==> src/rtl/store_buffer_if.sv <==
// Handshake and memory-port bundle for the posted-write store buffer.
// The slave modport is the buffer's view; the master modport is the pipeline/memory side.
interface store_buffer_if #(
    parameter int DEPTH  = 4,
    parameter int ADDR_W = 64,
    parameter int DATA_W = 32
);
    localparam int CNT_W = $clog2(DEPTH) + 1;

    logic              st_valid;
    logic              st_ready;
    logic [ADDR_W-1:0] st_addr;
    logic [DATA_W-1:0] st_data;
    logic [ADDR_W-1:0] ld_addr;
    logic              ld_hit;
    logic [DATA_W-1:0] ld_data;
    logic              mem_busy;
    logic              mem_write;
    logic [ADDR_W-1:0] mem_address;
    logic [DATA_W-1:0] mem_write_data;
    logic [CNT_W-1:0]  count;
    logic              empty;
    logic              full;

    modport slave (
        input  st_valid, st_addr, st_data, ld_addr, mem_busy,
        output st_ready, ld_hit, ld_data, mem_write, mem_address, mem_write_data,
               count, empty, full
    );

    modport master (
        output st_valid, st_addr, st_data, ld_addr, mem_busy,
        input  st_ready, ld_hit, ld_data, mem_write, mem_address, mem_write_data,
               count, empty, full
    );
endinterface

==> src/rtl/store_buffer.sv <==
// Posted-write FIFO between EX/MEM and data_memory: drains in order when the
// memory port is free and forwards the youngest matching store to loads.
module store_buffer #(
    parameter int DEPTH  = 4,
    parameter int ADDR_W = 64,
    parameter int DATA_W = 32
) (
    input  logic          clk,
    input  logic          rst_n,
    store_buffer_if.slave sb
);
    localparam int PTR_W = $clog2(DEPTH);
    localparam int CNT_W = PTR_W + 1;

    logic [ADDR_W-1:0] addr_q [DEPTH];
    logic [DATA_W-1:0] data_q [DEPTH];
    logic [DEPTH-1:0]  valid_q, valid_d;
    logic [PTR_W-1:0]  head_q, head_d;
    logic [PTR_W-1:0]  tail_q, tail_d;
    logic [CNT_W-1:0]  count_q, count_d;

    logic              full, empty, push, pop;
    logic              hit;
    logic [DATA_W-1:0] fwd_data;
    logic [PTR_W-1:0]  idx;

    assign full  = (count_q == CNT_W'(DEPTH));
    assign empty = (count_q == '0);
    assign push  = sb.st_valid && !full;
    assign pop   = !empty && !sb.mem_busy;

    always_comb begin
        head_d  = head_q;
        tail_d  = tail_q;
        count_d = count_q;
        valid_d = valid_q;
        if (pop) begin
            head_d          = head_q + PTR_W'(1);
            valid_d[head_q] = 1'b0;
        end
        if (push) begin
            tail_d          = tail_q + PTR_W'(1);
            valid_d[tail_q] = 1'b1;
        end
        case ({push, pop})
            2'b10:   count_d = count_q + CNT_W'(1);
            2'b01:   count_d = count_q - CNT_W'(1);
            default: count_d = count_q;
        endcase
    end

    always_ff @(posedge clk or negedge rst_n) begin
        if (!rst_n) begin
            head_q  <= '0;
            tail_q  <= '0;
            count_q <= '0;
            valid_q <= '0;
        end else begin
            head_q  <= head_d;
            tail_q  <= tail_d;
            count_q <= count_d;
            valid_q <= valid_d;
        end
    end

    // Payload storage carries no reset; the valid bits alone decide visibility.
    always_ff @(posedge clk) begin
        if (push) begin
            addr_q[tail_q] <= sb.st_addr;
            data_q[tail_q] <= sb.st_data;
        end
    end

    // Walk from oldest to youngest so the last match is the youngest store.
    always_comb begin
        hit      = 1'b0;
        fwd_data = '0;
        idx      = head_q;
        for (int i = 0; i < DEPTH; i++) begin
            idx = head_q + PTR_W'(i);
            if (valid_q[idx] && (addr_q[idx] == sb.ld_addr)) begin
                hit      = 1'b1;
                fwd_data = data_q[idx];
            end
        end
    end

    assign sb.st_ready       = !full;
    assign sb.full           = full;
    assign sb.empty          = empty;
    assign sb.count          = count_q;
    assign sb.mem_write      = pop;
    assign sb.mem_address    = empty ? '0 : addr_q[head_q];
    assign sb.mem_write_data = empty ? '0 : data_q[head_q];
    assign sb.ld_hit         = hit;
    assign sb.ld_data        = fwd_data;
endmodule

==> src/flat_wrapper.sv <==
// flat-port wrapper written by rule: the top's interface ports become plain ports
module store_buffer_flat 
#(
    parameter int DEPTH  = 4,
    parameter int ADDR_W = 64,
    parameter int DATA_W = 32
)
  (clk, rst_n, sb_st_valid, sb_st_addr, sb_st_data, sb_ld_addr, sb_mem_busy, sb_st_ready, sb_ld_hit, sb_ld_data, sb_mem_write, sb_mem_address, sb_mem_write_data, sb_count, sb_empty, sb_full);
  store_buffer_if #(.DEPTH(DEPTH), .ADDR_W(ADDR_W), .DATA_W(DATA_W)) sb_i ();
  input  logic clk;
  input  logic rst_n;
  input wire logic [$bits(sb_i.st_valid)-1:0] sb_st_valid;
  input wire logic [$bits(sb_i.st_addr)-1:0] sb_st_addr;
  input wire logic [$bits(sb_i.st_data)-1:0] sb_st_data;
  input wire logic [$bits(sb_i.ld_addr)-1:0] sb_ld_addr;
  input wire logic [$bits(sb_i.mem_busy)-1:0] sb_mem_busy;
  output wire logic [$bits(sb_i.st_ready)-1:0] sb_st_ready;
  output wire logic [$bits(sb_i.ld_hit)-1:0] sb_ld_hit;
  output wire logic [$bits(sb_i.ld_data)-1:0] sb_ld_data;
  output wire logic [$bits(sb_i.mem_write)-1:0] sb_mem_write;
  output wire logic [$bits(sb_i.mem_address)-1:0] sb_mem_address;
  output wire logic [$bits(sb_i.mem_write_data)-1:0] sb_mem_write_data;
  output wire logic [$bits(sb_i.count)-1:0] sb_count;
  output wire logic [$bits(sb_i.empty)-1:0] sb_empty;
  output wire logic [$bits(sb_i.full)-1:0] sb_full;
  assign sb_i.st_valid = sb_st_valid;
  assign sb_i.st_addr = sb_st_addr;
  assign sb_i.st_data = sb_st_data;
  assign sb_i.ld_addr = sb_ld_addr;
  assign sb_i.mem_busy = sb_mem_busy;
  assign sb_st_ready = sb_i.st_ready;
  assign sb_ld_hit = sb_i.ld_hit;
  assign sb_ld_data = sb_i.ld_data;
  assign sb_mem_write = sb_i.mem_write;
  assign sb_mem_address = sb_i.mem_address;
  assign sb_mem_write_data = sb_i.mem_write_data;
  assign sb_count = sb_i.count;
  assign sb_empty = sb_i.empty;
  assign sb_full = sb_i.full;
  store_buffer #(.DEPTH(DEPTH), .ADDR_W(ADDR_W), .DATA_W(DATA_W)) u_core (.clk(clk), .rst_n(rst_n), .sb(sb_i));
endmodule
==> config.mk <==
export PLATFORM = sky130hd
export DESIGN_NAME = store_buffer_flat
export DESIGN_NICKNAME = d
export VERILOG_FILES = /design/src/rtl/store_buffer_if.sv /design/src/rtl/store_buffer.sv /design/src/flat_wrapper.sv
export SDC_FILE = /design/constraint.sdc
export NUM_CORES = 1
export LEC_CHECK = 0
export ABC_AREA = 1
export BUFFER_PORTS_ARGS = -buffer_cell sky130_fd_sc_hd__buf_2
export CORE_MARGIN = 2
export CORE_UTILIZATION = 45
export DETAILED_ROUTE_END_ITERATION = 6
export PLACE_DENSITY_LB_ADDON = 0.3
export SETUP_SLACK_MARGIN = 0.4
export SYNTH_ARGS = -nofsm -noshare
export SYNTH_HDL_FRONTEND = slang
export SYNTH_SLANG_ARGS = --single-unit
==> constraint.sdc <==
create_clock -name clk -period 5.89 [get_ports clk]
set_clock_uncertainty 0.15 [all_clocks]
set_input_delay 0.2945 -clock clk [delete_from_list [all_inputs] [get_ports clk]]
set_output_delay 0.2945 -clock clk [all_outputs]
set_load 0.01 [all_outputs]
After elaboration in Yosys (flattened, before gate mapping)

Memory sizes are Yosys's and may differ from the RTL's.
Index checks and enable logic that the tools add are counted.

Bits in registers: 11
Latch bits: 0
RAM bits: 384
Bits in read-only memories: 0
Bits of input ports: 164
Output and inout bits: 136
Logic and storage cells: 69
Memories kept: 2

Add/subtract/negate cells: 6
$mul: 0
Div/mod/pow operators: 0
$lt $le $gt $ge: 7
Equality and inequality tests: 7
Shifts and indexed selects: 0
Muxes and demuxes: 27
Bitwise operators: 3
Reductions and logical operators: 13

Memory list:

| name          | depth | width | read ports | clocked after Yosys merged registers in | wr ports | RTL line           | RTL |
|---|---|---|---|---|---|---|---|
| u_core.addr_q | 4     | 64    | 4          | 0                                       | 1        | store_buffer.sv:15 | `logic [ADDR_W-1:0] addr_q [DEPTH];` |
| u_core.data_q | 4     | 32    | 4          | 0                                       | 1        | store_buffer.sv:16 | `logic [DATA_W-1:0] data_q [DEPTH];` |

Operators by type and width:

| operator                                                                      | number |
|---|---|
| 64-bit == test                                                                | 4 |
| 32-bit 2-to-1 mux                                                             | 5 |
| 64-bit 2-to-1 mux                                                             | 1 |
| 2-bit by 3-bit less-than comparator with 1-bit output (second input constant) | 5 |
| 1-bit 2-to-1 mux                                                              | 12 |
| 1-bit binary-select mux with 2-bit select                                     | 4 |
| 1-bit logical AND                                                             | 8 |
| 4-bit 2-to-1 mux                                                              | 2 |
| 3-bit one-hot mux with 2 select lines                                         | 1 |
| 2-bit by 1-bit adder with 2-bit output (second input constant)                | 2 |
| 2-bit adder (second input constant)                                           | 2 |
| 4-bit AND                                                                     | 1 |
| 1-bit demux with 2-bit select                                                 | 2 |
| 2-bit by 1-bit >= comparator with 1-bit output (second input constant)        | 2 |
| 4-bit inverter                                                                | 1 |
| 4-bit bitwise OR                                                              | 1 |
| 3-bit by 1-bit adder with 3-bit output (second input constant)                | 1 |
| 3-bit == test (second input constant)                                         | 1 |
| 1-bit logical NOT                                                             | 3 |
| 3-bit logical NOT                                                             | 1 |
| 3-bit by 1-bit subtractor with 3-bit output (second input constant)           | 1 |
| 2-bit by 1-bit == test with 1-bit output (second input constant)              | 1 |
| 2-bit == test (second input constant)                                         | 1 |
| 2-bit nonzero test                                                            | 1 |

Logic depth before layout (Yosys ltp)

Depth after elaboration: 9
Gate-level depth with buffers: 25
Gate-level depth less buffers: 18

Worst setup path before layout

OpenSTA, ideal clock, no wires.

Kind: register -> register
Start: register u_core.count_q[2], in the netlist u_core.sb.count[2]
End: register u_core.valid_q[1]
Library setup time: 0.089 ns
Arrival time: 5.417 ns
Required time: 5.651 ns
Slack: 0.234 ns
Cell stages (with the launch flop): 7
Buffers on the path: 0
Clock period less this slack: 5.656 ns
Cells stage by stage: dfrtp_1 inv_1 nor3_1 inv_1 nand2_1 nor2_1 or2_2

Elaborated cells between the ends (all ways): 9
Those cells by class: eq/ne: 1; mux: 2; bitwise: 1; reduce/logical: 5

RTL lines:

| what                   | RTL line           | RTL |
|---|---|---|
| from (decl)            | store_buffer.sv:20 | `logic [CNT_W-1:0] count_q, count_d;` |
| from (signal assigned) | store_buffer.sv:61 | `count_q <= count_d;` |
| 3-bit == test          | store_buffer.sv:27 | `assign full = (count_q == CNT_W'(DEPTH));` |
| via sb_full            | flat_wrapper.sv:25 | `output wire logic [$bits(sb_i.full)-1:0] sb_full;` |
| 1-bit logical NOT      | n/a                |  |
| via sb_st_ready        | flat_wrapper.sv:17 | `output wire logic [$bits(sb_i.st_ready)-1:0] sb_st_ready;` |
| 1-bit logical AND      | store_buffer.sv:29 | `assign push = sb.st_valid && !full;` |
| 4-bit 2-to-1 mux       | store_buffer.sv:41 | `if (push) begin` |
| via u_core.valid_d[1]  | store_buffer.sv:17 | `logic [DEPTH-1:0] valid_q, valid_d;` |
| to (signal assigned)   | store_buffer.sv:62 | `valid_q <= valid_d;` |
| to (decl)              | store_buffer.sv:17 |  |

The timed path passes the listed nets, and every way through them passes these cells.
A chain may end at the register's enable or synchronous reset.

Worst setup path in the final report

Start: register u_core.head_q[0]
End: output port sb_ld_data[28]

Word-level cells in the longest chain between the ends: 7
Elaborated cells between the ends (all ways): 25
Those cells by class: add/sub: 3; eq/ne: 4; mux: 12; reduce/logical: 4; memory: 2

Ends and longest elaborated chain:

| what                                                           | RTL line           | RTL |
|---|---|---|
| from (decl)                                                    | store_buffer.sv:18 | `logic [PTR_W-1:0] head_q, head_d;` |
| from (signal assigned)                                         | store_buffer.sv:54 | `head_q <= '0;` |
| from (signal assigned)                                         | store_buffer.sv:59 | `head_q <= head_d;` |
| 2-bit by 1-bit adder with 2-bit output (tied with other cells) | store_buffer.sv:80 | `idx = head_q + PTR_W'(i);` |
| memory 4 x 64 bit (tied with other cells)                      | n/a                |  |
| 64-bit == test (tied with other cells)                         | store_buffer.sv:81 | `if (valid_q[idx] && (addr_q[idx] == sb.ld_addr)) begin` |
| 1-bit logical AND or 32-bit 2-to-1 mux (tied branches)         | store_buffer.sv:81 |  |
| 32-bit 2-to-1 mux (2 in series)                                | store_buffer.sv:81 |  |
| 32-bit 2-to-1 mux (*)                                          | store_buffer.sv:81 |  |
| to (decl)                                                      | flat_wrapper.sv:19 | `output wire logic [$bits(sb_i.ld_data)-1:0] sb_ld_data;` |

Mark *: on every way between the ends. The rest lies on a longest branch, timed or not. The select of a mux whose other input is x is not followed.

==> impl_metrics.csv <==
group,metric,value,unit
sta,timing.final.hold_violations,0,
sta,grt_setup_unrepaired,"false",
clock_network,cts-htree-levels,2,
sta,setup_tns,0,ns
sta,slew_headroom,0.2165,
drt,via_per_inst,5.668,
logic_synthesis,synthFlopType,"edfxtp_1",
critical_path,critical-path-slowest-cell,"buf_12",
global_route,grt_pass1_wl,145400,µm
critical_path,required,5.45,ns
sta,worst_slew_pin_slew,1.175,ns
critical_path,crit_path_frequent_cell,"nand2_1",
logic_synthesis,yosys_register_bits,395,
drt,via_count,27440,
drt,drcViolationCount,0,
pwr,power.leakage,14.49,nW
drt,dr.pass1.iters,7,
sta,drv_slew,0,
logic_synthesis,syn-num-nets,3912,
placed_design,gp_congestion,1.024,
floorplanning,boundaryPins,300,
critical_path,critPathMaxFanout,231,
critical_path,critPathArrivalTime,4.54,ns
sta,setup_violations,0,
sta,setup_slack,0.9089,ns
logic_synthesis,ys_async_sr_fraction,0.02785,
layout,fin_cells,4841,
floorplanning,core_area,59020,µm²
critical_path,start_kind,"flip-flop",
logic_synthesis,synth_common_cells,"1431 x nand2_1, 639 x nand3_1, 384 x edfxtp_1",
drt,ant_nets,0,
pwr,p_per_area,608.3,nW/µm²
clock_network,clock_path_buffers,3,
clock_network,ctsHoldBuffers,99,
clock_network,cts-root-buf,"clkbuf_16",
layout,fin_util,0.5326,
layout,drive_above_1_share,0.1079,
logic_synthesis,synth_edf_count,384,
clock_network,clkTransAtPathRegs,0.06,ns
clock_network,cts_setup_buffers,0,
global_route,grt_usage,0.3038,
pwr,power.total,19.12,mW
drt,avgRoutedWirePerCell,20.12,µm
layout,syn2layout_area_growth,16.86,%
drt,postRouteWirelength,97420,µm
layout,nets,4197,
floorplanning,die-area,61750,µm²
clock_network,cts_buffers,47,
sta,hold_slack,0.2488,ns
logic_synthesis,synth_area_leaders,"edfxtp_1 43%, nand2_1 20%, nand3_1 12%",
global_route,grt_pass1_vias,24990,
logic_synthesis,synthCells,3738,
critical_path,critPathCaptureType,"primary output",
outcome,run_status,"completed",
layout,design_area,31430,µm²
logic_synthesis,yosys.area.top_type,"edfxtp_1",
sta,layout_min_cycle_time,4.981,ns
critical_path,criticalPathCategory,"reg2out",
placed_design,dp_cells,4648,
logic_synthesis,ys_types,35,
critical_path,slowest_delay,0.58,ns
floorplanning,chipHeight,248.5,µm
floorplanning,chipWidth,248.5,µm
floorplanning,rows,89,
sta,max_freq,0.2008,GHz
global_route,overflow,0,
placed_design,port_buffers,299,
logic_synthesis,synth.most_common_cell,"nand2_1",
placed_design,placed_area,28900,µm²
sta,fin_crit_sh,0.8457,
global_route,grt_antenna_before_repair,20,
pwr,irDropWorstVdd,0.5857,mV
logic_synthesis,yosysSeqAreaShare,0.4389,
flow_run,max_cap_viol_count,0,
placed_design,dp_hpwl,68830,µm
drt,drt_iter0_markers,3262,
clock_network,clock_latency,0.59,ns
critical_path,path_cells,"buf_12 -> nand2_1 -> nand3_1 -> nand2_1 -> xor2_1 -> nand2_1 -> nor2_1 -> nand2_1 -> nor2_1 -> nand3_1 -> nor2_4 -> buf_12 -> nor2_1 -> nand2_1 -> nand2_1 -> buf_2",
placed_design,preCtsSetupSlack,1.680,ns
logic_synthesis,yosysWarningCount,0,
logic_synthesis,synth_top_area_frac,0.4287,
global_route,grt_start_max_net_pins,232,
logic_synthesis,syn_area_per_cell,7.196,µm²
clock_network,cts_tree,"built",
hold_path,min_path_type,"in2reg",
clock_network,cts-resized-gates,0,
floorplanning,initial_core_util,0.4558,
logic_synthesis,syn_area,26900,µm²
clock_network,cts.sinks,395,
critical path, delay by kind of cell (launching register included):
kind          cells  cell delay, ns
xor+xnor          1            0.34
flops             1            0.47
simple gates     12            1.78
buf+inv           3            0.98
power breakdown:
group          switching, mW  internal (mW)  leakage [nW]
Sequential             0.243           3.73          3.64
Combinational           8.74           3.51          10.1
Clock                   1.21           1.70         0.735
Total                   10.2           8.93          14.5
area by class of cell:
class / count / area (µm²)
antenna: 8 / 20.02
clock buffer: 58 / 1227
clock inverter: 28 / 300.3
fill: 5663 / 27590
inverter: 203 / 779.5
multi-input combinational: 2938 / 13360
sequential: 395 / 11810
tap: 773 / 967.2
timing repair buffer: 438 / 2963
logic make-up after synthesis:
kind of cell             count (synthesis)  share of synthesized area
adder cells (fa/ha/maj)                 10                   0.004931
XOR/XNOR                                48                    0.01563
AND/OR/NAND/NOR                       2486                     0.3826
AO/OA/AOI/OAI                          329                    0.06721
flip-flops                             395                     0.4389
buffers and inverters                  405                    0.06656
multiplexers                            65                    0.02419
layer usage:
| metal | up-vias | wire (µm) | global-route usage |
|---|---|---|---|
| li1 | 13030 | - | - |
| met1 | 12530 | 38290 | 0.4050 |
| met2 | 1583 | 42790 | 0.4722 |
| met3 | 273 | 11710 | 0.07118 |
| met4 | 18 | 4512 | 0.1324 |
| met5 | - | 113 | 0 |
path summary, 6_finish.rpt:
| path | startpoint | slack (ns) | cells past startpoint | endpoint |
|---|---|---|---|---|
| worst min-delay path | sb_st_valid | 0.25 | 4 | u_core.tail_q[1]$_DFFE_PN0P_ |
| max in group asynchronous | rst_n | 4.55 | 3 | u_core.head_q[0]$_DFFE_PN0P_ |
| worst min register to register | u_core.valid_q[2]$_DFF_PN0_ | 0.41 | 2 | u_core.valid_q[2]$_DFF_PN0_ |
| worst max register to register | u_core.sb.count[2]$_DFFE_PN0P_ | 2.84 | 7 | u_core.data_q[2][7]$_DFFE_PP_ |
| worst max-delay path | u_core.head_q[0]$_DFFE_PN0P_ | 0.91 | 16 | sb_ld_data[28] |
| min in group asynchronous | rst_n | 0.62 | 3 | u_core.head_q[1]$_DFFE_PN0P_ |
cells in the final DEF (no fill, tap or decap), types with 5 or more instances in the layout:
cell           instances
diode_2                8
a21oi_1               25
edfxtp_1             384
nor2_1               352
buf_2                299
nor3_1                 8
nand3_1              638
ha_1                   8
nand4_1               16
clkinv_1              10
dfrtp_1                9
clkinv_2               7
nor2_4                 7
xor2_1                47
dlygate4sd3_1         99
o211ai_1              58
inv_1                199
and2_1                 6
nand3b_1               8
mux2i_1               65
nand2_1             1431
clkbuf_1              10
o21ai_1               10
buf_4                 26
o22ai_1                5
buf_12                14
or2_2                 13
o21ai_0              228
bufinv_16              5
clkbuf_16             47
state kept, by name, summed over array words and instances, names as in the netlist:
name             cells
u_core.addr_q      256
u_core.head_q        2
u_core.data_q      128
u_core.valid_q       4
u_core.sb.count      3
u_core.tail_q        2
No activity file was read; power rests on OpenSTA's default activity.
